[src/rtl/mult_pad_serdes.sv]
// Serial pad front end for the approximate multiplier: deserialises A/B LSB-first,
// waits MUL_LAT cycles for the combinational core, then streams both product halves out.
module mult_pad_serdes #(
    parameter int OP_W    = 16,
    parameter int MUL_LAT = 1
) (
    input  logic              clk,
    input  logic              rst,
    input  logic              in_valid,
    input  logic              a_pad,
    input  logic              b_pad,
    output logic [OP_W-1:0]   op_a,
    output logic [OP_W-1:0]   op_b,
    input  logic [2*OP_W-1:0] prod,
    output logic              out_valid,
    output logic              out_lo,
    output logic              out_hi,
    output logic              busy,
    output logic              done
);

    localparam int IDX_W  = $clog2(OP_W);
    localparam int WAIT_W = (MUL_LAT > 1) ? $clog2(MUL_LAT) : 1;
    localparam logic [IDX_W-1:0]  IDX_LAST  = IDX_W'(OP_W - 1);
    localparam logic [WAIT_W-1:0] WAIT_INIT = WAIT_W'(MUL_LAT - 1);

    typedef enum logic [1:0] {LOAD, CALC, SHIFT} state_t;

    state_t              state_q, state_d;
    logic [IDX_W-1:0]    idx_q, idx_d;
    logic [WAIT_W-1:0]   wait_q, wait_d;
    logic [OP_W-1:0]     op_a_q, op_a_d, op_b_q, op_b_d;
    logic [2*OP_W-1:0]   sreg_q, sreg_d;

    always_ff @(posedge clk or posedge rst) begin
        if (rst) begin
            state_q <= LOAD;
            idx_q   <= '0;
            wait_q  <= '0;
            op_a_q  <= '0;
            op_b_q  <= '0;
            sreg_q  <= '0;
        end else begin
            state_q <= state_d;
            idx_q   <= idx_d;
            wait_q  <= wait_d;
            op_a_q  <= op_a_d;
            op_b_q  <= op_b_d;
            sreg_q  <= sreg_d;
        end
    end

    // One index serves both the load position and the output bit position.
    always_comb begin
        state_d = state_q;
        idx_d   = idx_q;
        wait_d  = wait_q;
        op_a_d  = op_a_q;
        op_b_d  = op_b_q;
        sreg_d  = sreg_q;
        case (state_q)
            LOAD: begin
                if (in_valid) begin
                    op_a_d[idx_q] = a_pad;
                    op_b_d[idx_q] = b_pad;
                    if (idx_q == IDX_LAST) begin
                        idx_d   = '0;
                        wait_d  = WAIT_INIT;
                        state_d = CALC;
                    end else begin
                        idx_d = idx_q + IDX_W'(1);
                    end
                end
            end
            CALC: begin
                if (wait_q == '0) begin
                    sreg_d  = prod;
                    idx_d   = '0;
                    state_d = SHIFT;
                end else begin
                    wait_d = wait_q - WAIT_W'(1);
                end
            end
            SHIFT: begin
                // Each half shifts independently so bit 0 and bit OP_W are always current.
                sreg_d = {1'b0, sreg_q[2*OP_W-1:OP_W+1], 1'b0, sreg_q[OP_W-1:1]};
                if (idx_q == IDX_LAST) begin
                    idx_d   = '0;
                    state_d = LOAD;
                end else begin
                    idx_d = idx_q + IDX_W'(1);
                end
            end
            default: state_d = LOAD;
        endcase
    end

    assign op_a      = op_a_q;
    assign op_b      = op_b_q;
    assign out_valid = (state_q == SHIFT);
    assign out_lo    = out_valid & sreg_q[0];
    assign out_hi    = out_valid & sreg_q[OP_W];
    assign busy      = (state_q != LOAD);
    assign done      = out_valid & (idx_q == IDX_LAST);

endmodule
[config.mk]
export PLATFORM = sky130hd
export DESIGN_NAME = mult_pad_serdes
export DESIGN_NICKNAME = d
export VERILOG_FILES = /design/src/rtl/mult_pad_serdes.sv
export SDC_FILE = /design/constraint.sdc
export NUM_CORES = 1
export LEC_CHECK = 0
export BUFFER_PORTS_ARGS = -buffer_cell sky130_fd_sc_hd__clkbuf_2
export CAP_MARGIN = 25
export CORE_MARGIN = 3
export CORE_UTILIZATION = 48
export DETAILED_ROUTE_END_ITERATION = 16
export GPL_TIMING_DRIVEN = 0
export PLACE_DENSITY = 0.75
export SYNTH_ARGS = -nofsm -noshare
export SYNTH_HDL_FRONTEND = slang
export SYNTH_SLANG_ARGS = --single-unit
[constraint.sdc]
create_clock -name clk -period 2.1 [get_ports clk]
set_clock_uncertainty 0.15 [all_clocks]
set_input_delay 0.21 -clock clk [delete_from_list [all_inputs] [get_ports clk]]
set_output_delay 0.21 -clock clk [all_outputs]
set_load 0.005 [all_outputs]
==> flow_summary.yaml, run 1 <==
clocking:
  cts_tree: "built"
  clk_pin_slew_worst_paths_ns: 0.08
  cts.sinks: 70
  htree_levels: 3
  insertion_delay_ns: 0.34
  clockBufferDepth: 2
  clockRootBuffer: "clkbuf_8"
  numCtsBuffers: 9
route:
  route.detailed.drc: 0
  via_count: 2352
  first_iter_violations: 89
  firstDrtPassIters: 4
  post_drt_wl_per_cell_um: 14.4
  ant_nets: 0
  routed_via_density: 5.22
  drt-total-wl_um: 6500
die:
  num_rows: 29
  ioPinCount: 74
  core-area_um2: 6420
  die-area_um2: 7740
  die_w_um: 88.0
  die_y_um: 88.0
  initial_utilization_pct: 50.2
power_and_ir_drop:
  power_frac_comb_pct: 40.9
  ir_drop_mv: 0.894
  power.switching_mw: 2.16
  intPower_mw: 3.77
  p_leak_nw: 1.92
  p_seq_share_pct: 38.2
  p_clk_share_pct: 20.8
  p_sw_share_pct: 36.4
  p_per_area_nw_per_um2: 1480
grt:
  grt-ovfl-total: 0
  grt_pass1_wl_um: 10900
  grt_usage_pct: 17.9
  grt_max_degree: 37
  antenna_found_initial: 0
  grt_pass1_vias: 2336
place:
  placed_area_um2: 3710
  portBuffers: 73
  gp_congestion: 0.793
  hpwl_um: 4640
synthesis:
  syn_nets: 328
  ys_types: 28
  syn_area_um2: 3220
  synthCells: 280
  yosysSeqAreaShare_pct: 54.3
  yosysMostFrequentCell: "dfrtp_1"
  synth_top_area_share_pct: 54.3
  synth.avg_cell_area_um2: 11.5
  synth_async_sr_flop_share_pct: 100
  synth-seq-cells: 70
  yosys_most_used_dff: "dfrtp_1"
  synthTopCellsByArea: "dfrtp_1, mux2_2, mux2i_1, nor2_1, a21oi_1"
  yosys.area.top_type: "dfrtp_1"
  yosys_warnings: 0
  ys_top_cells_by_count: "dfrtp_1, nor2_1, mux2_2"
  synth-edff-count: 0
layout:
  drive_gt1_share_pct: 37.7
  final_cell_area_um2: 4000
  antenna_cells: 0
  final_util_pct: 62.3
  area_growth_syn_to_layout_pct: 24.1
  nets: 417
worst_setup_path:
  path_max_fanout: 7
  critPathSlowestCell: "dfrtp_1"
  cp_cell_sequence: "inv_1 > ha_1 > nand3_2 > or3_4 > mux2_4"
  arrival_ns: 2.08
  crit_required_ns: 2.17
  startpoint_type: "register"
  max_stage_delay_ns: 0.41
  cp-end-kind: "register"
  crit_type: "register to register"
flow_run:
  drv_cap: 0
sta:
  worst_slew_pin_slew_ns: 0.771
  max_freq_mhz: 499
  slew_viol_final: 0
  period_share_pct: 95.4
  period_needed_ns: 2.00
  relSlewSlack_pct: 48.5
  setup_violations: 0
  finalHoldViolCount: 0
worst_hold_path:
  hp-class: "input port to register"
run_status:
  outcome: "finished, final reports clean"
## logic make-up after synthesis
kind of cell,share of synthesized area (%)
DFF,54.3
muxes,21.4
adders and majority gates,4.27
buffers and inverters,3.14
AOI/OAI and AO/OA,7.61
and+or+nand+nor,9.24
## routing by layer
| layer | track usage [%] | routed length [µm] |
|---|---|---|
| met5 | 0 | 0 |
| met4 | 6.69 | 96 |
| met3 | 4.14 | 366 |
| met2 | 28.6 | 3140 |
| met1 | 23.8 | 2900 |
## per-stage QoR
step	setup TNS, ns	hold slack (ns)	cells	setup slack, ns	power [mW]
3_3_place_gp	0	0.285	430	0.143	4.55
3_5_place_dp	0	0.220	431	0.116	4.67
4_1_cts	0	0.000353	451	0.0645	5.97
2_1_floorplan	0	0.177	280	0.309	3.93
6_report	0	0.0110	451	0.0966	5.94
5_1_grt	-0.0482	0.0186	451	-0.0177	6.45
## layout make-up
class | count | area (µm²)
Timing Repair Buffer | 78 | 423
Sequential cell | 70 | 1750
Fill cell | 535 | 2420
Inverter | 10 | 41.3
Buffer | 15 | 83.8
Clock buffer | 10 | 138
Tap cell | 77 | 96.3
Multi-Input combinational cell | 185 | 1370
Clock inverter | 6 | 93.8
## layout by cell type, fill, tap and decap left out, types with 3 or more instances in the layout
master,instances
mux2_2,32
clkbuf_1,6
nand3_1,5
dlygate4sd3_1,3
inv_1,8
nor2_1,45
o21ai_0,3
mux2i_1,30
nand2b_1,5
clkbuf_2,76
a21oi_1,31
buf_2,4
dfrtp_1,70
nand2_1,4
clkbuf_8,10
ha_1,10
## path summary, 6_finish.rpt
| kind | start | endpoint | slack (ns) | depth (start not counted) |
|---|---|---|---|---|
| min in group asynchronous | rst | op_b[12] | 0.38 | 3 |
| max in group asynchronous | rst | state_q[1] | 0.79 | 4 |
| worst max register to register | state_q[1] | op_b[3] | 0.1 | 5 |
| worst min register to register | op_a[0] | op_a[0] | 0.36 | 1 |
| worst max-delay path | state_q[1] | op_b[3] | 0.1 | 5 |
| worst min-delay path | prod[5] | sreg_q[5] | 0.01 | 3 |
## registers in the layout, indices dropped and copies added (netlist names)
register / count
idx_q: 4
op_a: 16
sreg_q: 32
op_b: 16
state_q: 2
## worst max-delay path: cells and delay by family (launching register included)
kind                       cells  cell delay [ns]
and+or+nand+nor                2             0.56
buffers and inverters          1             0.13
muxes                          1             0.30
adders and majority gates      1             0.33
DFF                            1             0.41
## power by group through the flow
| stage | combinational [mW] | clock, mW | sequential [mW] |
|---|---|---|---|
| finish | 2.43 | 1.24 | 2.27 |
| global route | 2.78 | 1.32 | 2.34 |
| CTS | 2.43 | 1.26 | 2.28 |
| detailed placement | 2.36 | 0 | 2.30 |
| global placement | 2.28 | 0 | 2.27 |
| floorplan | 1.68 | 0 | 2.25 |
## timing repair
action | CTS | global route
setup buffers | 1 | 0
resized for setup | 4 | 9
hold buffers | 3 | 0
setup endpoints to repair | 3 | 28
hold endpoints to repair | 36 | 0
(Power assumes the default switching activity.)
==> run 2, diff against run 1 <==
--- a/config.mk
+++ b/config.mk
@@ -10,6 +10,7 @@
 export CORE_MARGIN = 3
-export CORE_UTILIZATION = 48
+export CORE_UTILIZATION = 58
 export DETAILED_ROUTE_END_ITERATION = 16
 export GPL_TIMING_DRIVEN = 0
-export PLACE_DENSITY = 0.75
+export PLACE_DENSITY = 0.85
+export RECOVER_POWER = 50
 export SYNTH_ARGS = -nofsm -noshare
==> constraint.sdc (replaced) <==
create_clock -name clk -period 2.6 [get_ports clk]
set_clock_uncertainty 0.15 [all_clocks]
set_input_delay 0.26 -clock clk [delete_from_list [all_inputs] [get_ports clk]]
set_output_delay 0.26 -clock clk [all_outputs]
set_load 0.05 [all_outputs]
==> run 2 against run 1 <==
Effect of this change: wire length is 0.51% lower; first-iteration DRC count is 5.6% lower; critical path depth is 2 higher; sequential power is 19% lower; register-to-register slack better by 0.50 ns; global-route usage is 3.8 points higher; largest cell class unchanged; highest routed layer unchanged; sequential cell count stayed put; non-clock buffer count is 2 lower.
==> flow_summary.yaml, run 2 (same netlist as run 1, synthesis figures left out) <==
sta:
  slew_viol_final: 0
  finalHoldViolCount: 0
  max_freq_mhz: 409
  rsz0062_at_grt: "no"
  relSlewSlack_pct: 5.19
  worst_slew_pin_slew_ns: 1.42
  period_needed_ns: 2.45
  period_share_pct: 94.1
  setup_violations: 0
worst_setup_path:
  crit_required_ns: 2.19
  reg2reg_from: "state_q[0]"
  crit_type: "register to output port"
  r2r-end: "op_b[3]"
  rrSetupSlack_ns: 0.60
  startpoint_type: "register"
  cp.buffers_inverters: 4
  cp-end-kind: "output port"
  max_stage_delay_ns: 0.43
  cpLargestDelayFamily: "buffers and inverters"
  path_max_fanout: 10
  cp_cell_sequence: "inv_1 > ha_1 > buf_2 > clkbuf_4 > nand2_1 > nor2_2 > clkbuf_2"
  arrival_ns: 2.04
  critPathSlowestCell: "dfrtp_1"
  ff2ff_path_depth: 5
layout:
  stdcell_count: 442
  most-common-layout-cells: "dfrtp_1, nor2_1, clkbuf_1, clkbuf_2, mux2_2"
  drive_gt1_share_pct: 27.4
  area_growth_syn_to_layout_pct: 20.5
  nets: 415
  regMostFlops: "sreg_q"
  final_common_cell: "dfrtp_1"
  n_fill_cell: 385
  largest_reg_flops: 32
  final_cell_area_um2: 3890
  antenna_cells: 0
clocking:
  cts_tree: "built"
  clockBufferDepth: 2
  numCtsBuffers: 9
  insertion_delay_ns: 0.34
  clk_pin_slew_worst_paths_ns: 0.07
  htree_levels: 3
  cts.sinks: 70
  cts_setup_buffers: 0
  clockRootBuffer: "clkbuf_8"
route:
  drt-total-wl_um: 6470
  firstDrtPassIters: 4
  ant_nets: 0
  post_drt_wl_per_cell_um: 14.6
  route.detailed.drc: 0
  first_iter_violations: 84
  routed_via_density: 5.36
  via_count: 2370
grt:
  antenna_found_initial: 0
  grt_pass1_vias: 2340
  grt_max_degree: 71
  grt_pass1_wl_um: 10800
  grt-ovfl-total: 0
  grt_usage_pct: 21.7
place:
  dp_cells: 423
  placed_area_um2: 3680
  portBuffers: 73
  hpwl_um: 4600
  gp_congestion: 0.801
die:
  core-area_um2: 5240
  die_y_um: 80.6
  ioPinCount: 74
  die_w_um: 80.6
  die-area_um2: 6490
  initial_utilization_pct: 61.6
  num_rows: 26
power_and_ir_drop:
  ir_drop_mv: 0.836
  p_leak_nw: 1.79
  p_per_area_nw_per_um2: 1370
flow_run:
  drv_cap: 0
worst_hold_path:
  min_to: "sreg_q[11]"
  hp-class: "input port to register"
  holdCritStartpoint: "prod[11]"
  hold_depth: 3
run_status:
  outcome: "finished, final reports clean"
run 2: repair_timing:
action                                  4_1_cts  5_1_grt
hold buffers                                  3        0
endpoints found under the setup margin        0        1
gates resized for setup                       0        1
hold endpoints to repair                     72        0
run 2: where the power goes:
part | internal, mW | leakage, nW | switching [mW] | total [mW]
logic | 0.817 | 0.827 | 1.74 | 2.55
registers | 1.57 | 0.853 | 0.270 | 1.84
clock network | 0.538 | 0.106 | 0.405 | 0.944
run 2: per-layer routing:
metal,GRT usage [%],routed length [µm],vias up
met5,0,0,-
li1,-,-,1138
met4,10.3,107,0
met3,5.27,420,11
met2,33.7,3010,73
met1,28.6,2930,1148
run 2: metrics by stage:
| step | setup TNS, ns | setup slack (ns) | hold WS, ns | power (mW) | util (%) |
|---|---|---|---|---|---|
| floorplan | 0 | 0.185 | 0.227 | 3.87 | - |
| global route | 0 | 0.0373 | 0.0713 | 5.71 | 74.2 |
| global placement | -27.38 | -0.393 | 0.336 | 4.37 | 70.3 |
| finish | 0 | 0.152 | 0.0648 | 5.34 | 74.2 |
| detailed placement | 0 | 0.454 | 0.328 | 4.46 | 70.3 |
| CTS | 0 | 0.0803 | 0.0606 | 5.42 | 75.0 |
run 2: layout make-up:
class                   instances  area (µm²)  area share [%]
repair buffers                 76         355            9.14
flip-flops and latches         70        1750            45.1
multi-input cells             185        1370            35.4
clock buffers                  10         128            3.28
inverters                      10        37.5           0.966
plain buffers                  15        66.3            1.71
well taps                      70        87.6            2.25
clock inverters                 6        86.3            2.22
run 2: worst max path at each step:
| stage | startpoint | endpoint | slack [ns] | cells after the start |
|---|---|---|---|---|
| after global placement | rst | op_b[8] | -0.39 | 2 |
| after global routing | state_q[0] | done | 0.04 | 7 |
| after CTS | state_q[0] | done | 0.08 | 7 |
| final | state_q[0] | done | 0.15 | 7 |
| after detailed placement | state_q[0] | done | 0.45 | 7 |
| after floorplan | state_q[0] | done | 0.19 | 6 |
run 2: worst reg2reg max path, delay by kind of cell (launching register included):
| family | cells | cell delay [ns] |
|---|---|---|
| flops | 1 | 0.43 |
| fa+ha+maj | 1 | 0.31 |
| simple gates | 2 | 0.57 |
| buf+inv | 1 | 0.13 |
| mux | 1 | 0.30 |
==> run 3, diff against run 2 <==
CORE_UTILIZATION = 44   (was 58)
PLACE_DENSITY = 0.67   (was 0.85)
==> run 3 against run 2 <==
Effect of this change: via count shrank 2.7%; wire length down 0.26%; sequential share of layout area is 0.45 points lower; first-iteration DRC count decreased by 18%; critical path type unchanged; critical endpoint unchanged; highest routed layer unchanged.
==> flow_summary.yaml, run 3 (same netlist as run 1, synthesis figures left out) <==
run_status:
  outcome: "finished, final reports clean"
die:
  num_rows: 30
  die-area_um2: 8390
  die_w_um: 91.6
  initial_utilization_pct: 46.4
  core-area_um2: 6940
  die_y_um: 91.6
  ioPinCount: 74
worst_setup_path:
  crit_end: "done"
  critPathSlowestCell: "dfrtp_1"
  max_stage_delay_ns: 0.42
  cp_cell_sequence: "inv_1 > ha_1 > buf_2 > clkbuf_4 > nand2_1 > nor2_2 > clkbuf_2"
  cp.buffers_inverters: 4
  r2r-end: "op_b[3]"
  cp-startpoint: "state_q[0]"
  crit_type: "register to output port"
  cp.depth: 7
  startpoint_type: "register"
  arrival_ns: 2.02
  rrSetupSlack_ns: 0.61
  reg2reg_from: "state_q[1]"
  ff2ff_path_depth: 5
  cpLargestDelayFamily: "buffers and inverters"
  cp-end-kind: "output port"
  path_max_fanout: 10
  crit_required_ns: 2.19
place:
  hpwl_um: 4570
  place_ws_ns: 0.440
  gp_congestion: 0.719
  portBuffers: 73
power_and_ir_drop:
  p_clk_share_pct: 18.1
  p_leak_nw: 1.79
  p_sw_share_pct: 44.8
  p_seq_share_pct: 34.3
  intPower_mw: 2.96
  p_per_area_nw_per_um2: 1360
  power_frac_comb_pct: 47.6
  ir_drop_mv: 0.611
  power.switching_mw: 2.40
grt:
  grt_pass1_wl_um: 11000
  grt-ovfl-total: 0
  grt_max_degree: 71
  antenna_found_initial: 0
  grt_usage_pct: 16.3
  grt_pass1_vias: 2377
clocking:
  clockBufferDepth: 2
  cts_tree: "built"
  cts.sinks: 70
  numCtsBuffers: 9
  insertion_delay_ns: 0.34
  clockRootBuffer: "clkbuf_8"
  htree_levels: 3
  clk_pin_slew_worst_paths_ns: 0.07
route:
  firstDrtPassIters: 4
  via_count: 2307
  first_iter_violations: 69
  ant_nets: 0
  route.detailed.drc: 0
  drt-total-wl_um: 6450
  routed_via_density: 4.94
  post_drt_wl_per_cell_um: 13.8
sta:
  period_needed_ns: 2.43
  relSlewSlack_pct: 5.17
  slew_viol_final: 0
  period_share_pct: 93.3
  max_freq_mhz: 412
  setup_violations: 0
  finalWorstSetupSlack_ns: 0.174
  rsz0062_at_grt: "no"
  finalHoldViolCount: 0
  worst_slew_pin_slew_ns: 1.42
layout:
  area_growth_syn_to_layout_pct: 21.7
  final_util_pct: 56.5
  drive_gt1_share_pct: 27.5
  largest_reg_flops: 32
  final_common_cell: "dfrtp_1"
  nets: 415
  regMostFlops: "sreg_q"
  antenna_cells: 0
  most-common-layout-cells: "dfrtp_1, nor2_1, clkbuf_1, clkbuf_2, mux2_2"
flow_run:
  drv_cap: 0
worst_hold_path:
  hp-class: "input port to register"
## run 3: changes by cell type in the layout (fill, tap and decap cells not counted)
cell	before	now
clkbuf_1	42	41
clkbuf_8	9	10
clkinv_2	2	1
clkinvlp_4	1	0
inv_6	0	1
## run 3: power groups by stage
stage | clock network, mW | logic [mW] | registers, mW
floorplan | 0 | 1.45 | 2.42
global placement | 0 | 2.57 | 1.84
detailed placement | 0 | 2.62 | 1.85
CTS | 0.992 | 2.62 | 1.84
global route | 1.04 | 2.81 | 1.90
finish | 0.969 | 2.55 | 1.83
## run 3: metrics by stage
stage / cell area (µm²) / power (mW) / hold WS [ns] / TNS (ns) / std cells
finish: 3930 / 5.35 / 0.0694 / 0 / 467
global route: 3930 / 5.74 / 0.0663 / 0 / 467
CTS: 3970 / 5.45 / 0.0535 / 0 / 467
detailed placement: 3710 / 4.47 / 0.338 / 0 / 449
global placement: 3710 / 4.41 / 0.336 / -31.53 / 449
floorplan: 3230 / 3.87 / 0.227 / 0 / 280
## run 3: timing repair
item / in CTS / in global routing
setup endpoints to repair: 0 / 2
hold buffers: 3 / 0
gates resized for setup: 0 / 1
endpoints found under the hold margin: 72 / 0
setup buffers: 0 / 0
## run 3: final cells by class
class	count	area [µm²]
Fill cell	630	3020
Clock inverter	5	82.6
Sequential cell	70	1750
Clock buffer	10	138
Timing Repair Buffer	76	355
Tap cell	96	120
Buffer	15	66.3
Multi-Input combinational cell	185	1370
Inverter	10	37.5
## run 3: layer usage
layer | GRT usage [%] | part of all wire, % | up-vias
met1 | 22.5 | 47 | 1117
met2 | 25.1 | 47 | 55
met3 | 4.72 | 5.5 | 7
met5 | 0 | 0 | -
li1 | - | - | 1128
met4 | 4.65 | 0.88 | 0
## run 3: worst min-delay path, stage by stage
cell	delay (ns)
clkbuf_2	0.07
mux2i_1	0.05
a21oi_1	0.13
## run 3: worst min-delay path by stage
stage,start,endpoint,slack [ns],depth (start not counted)
2_1_floorplan,prod[15],sreg_q[15],0.23,2
6_report,prod[24],sreg_q[24],0.07,3
3_5_place_dp,rst,sreg_q[13],0.34,2
4_1_cts,prod[24],sreg_q[24],0.05,3
3_3_place_gp,prod[15],sreg_q[15],0.34,3
5_1_grt,prod[24],sreg_q[24],0.07,3
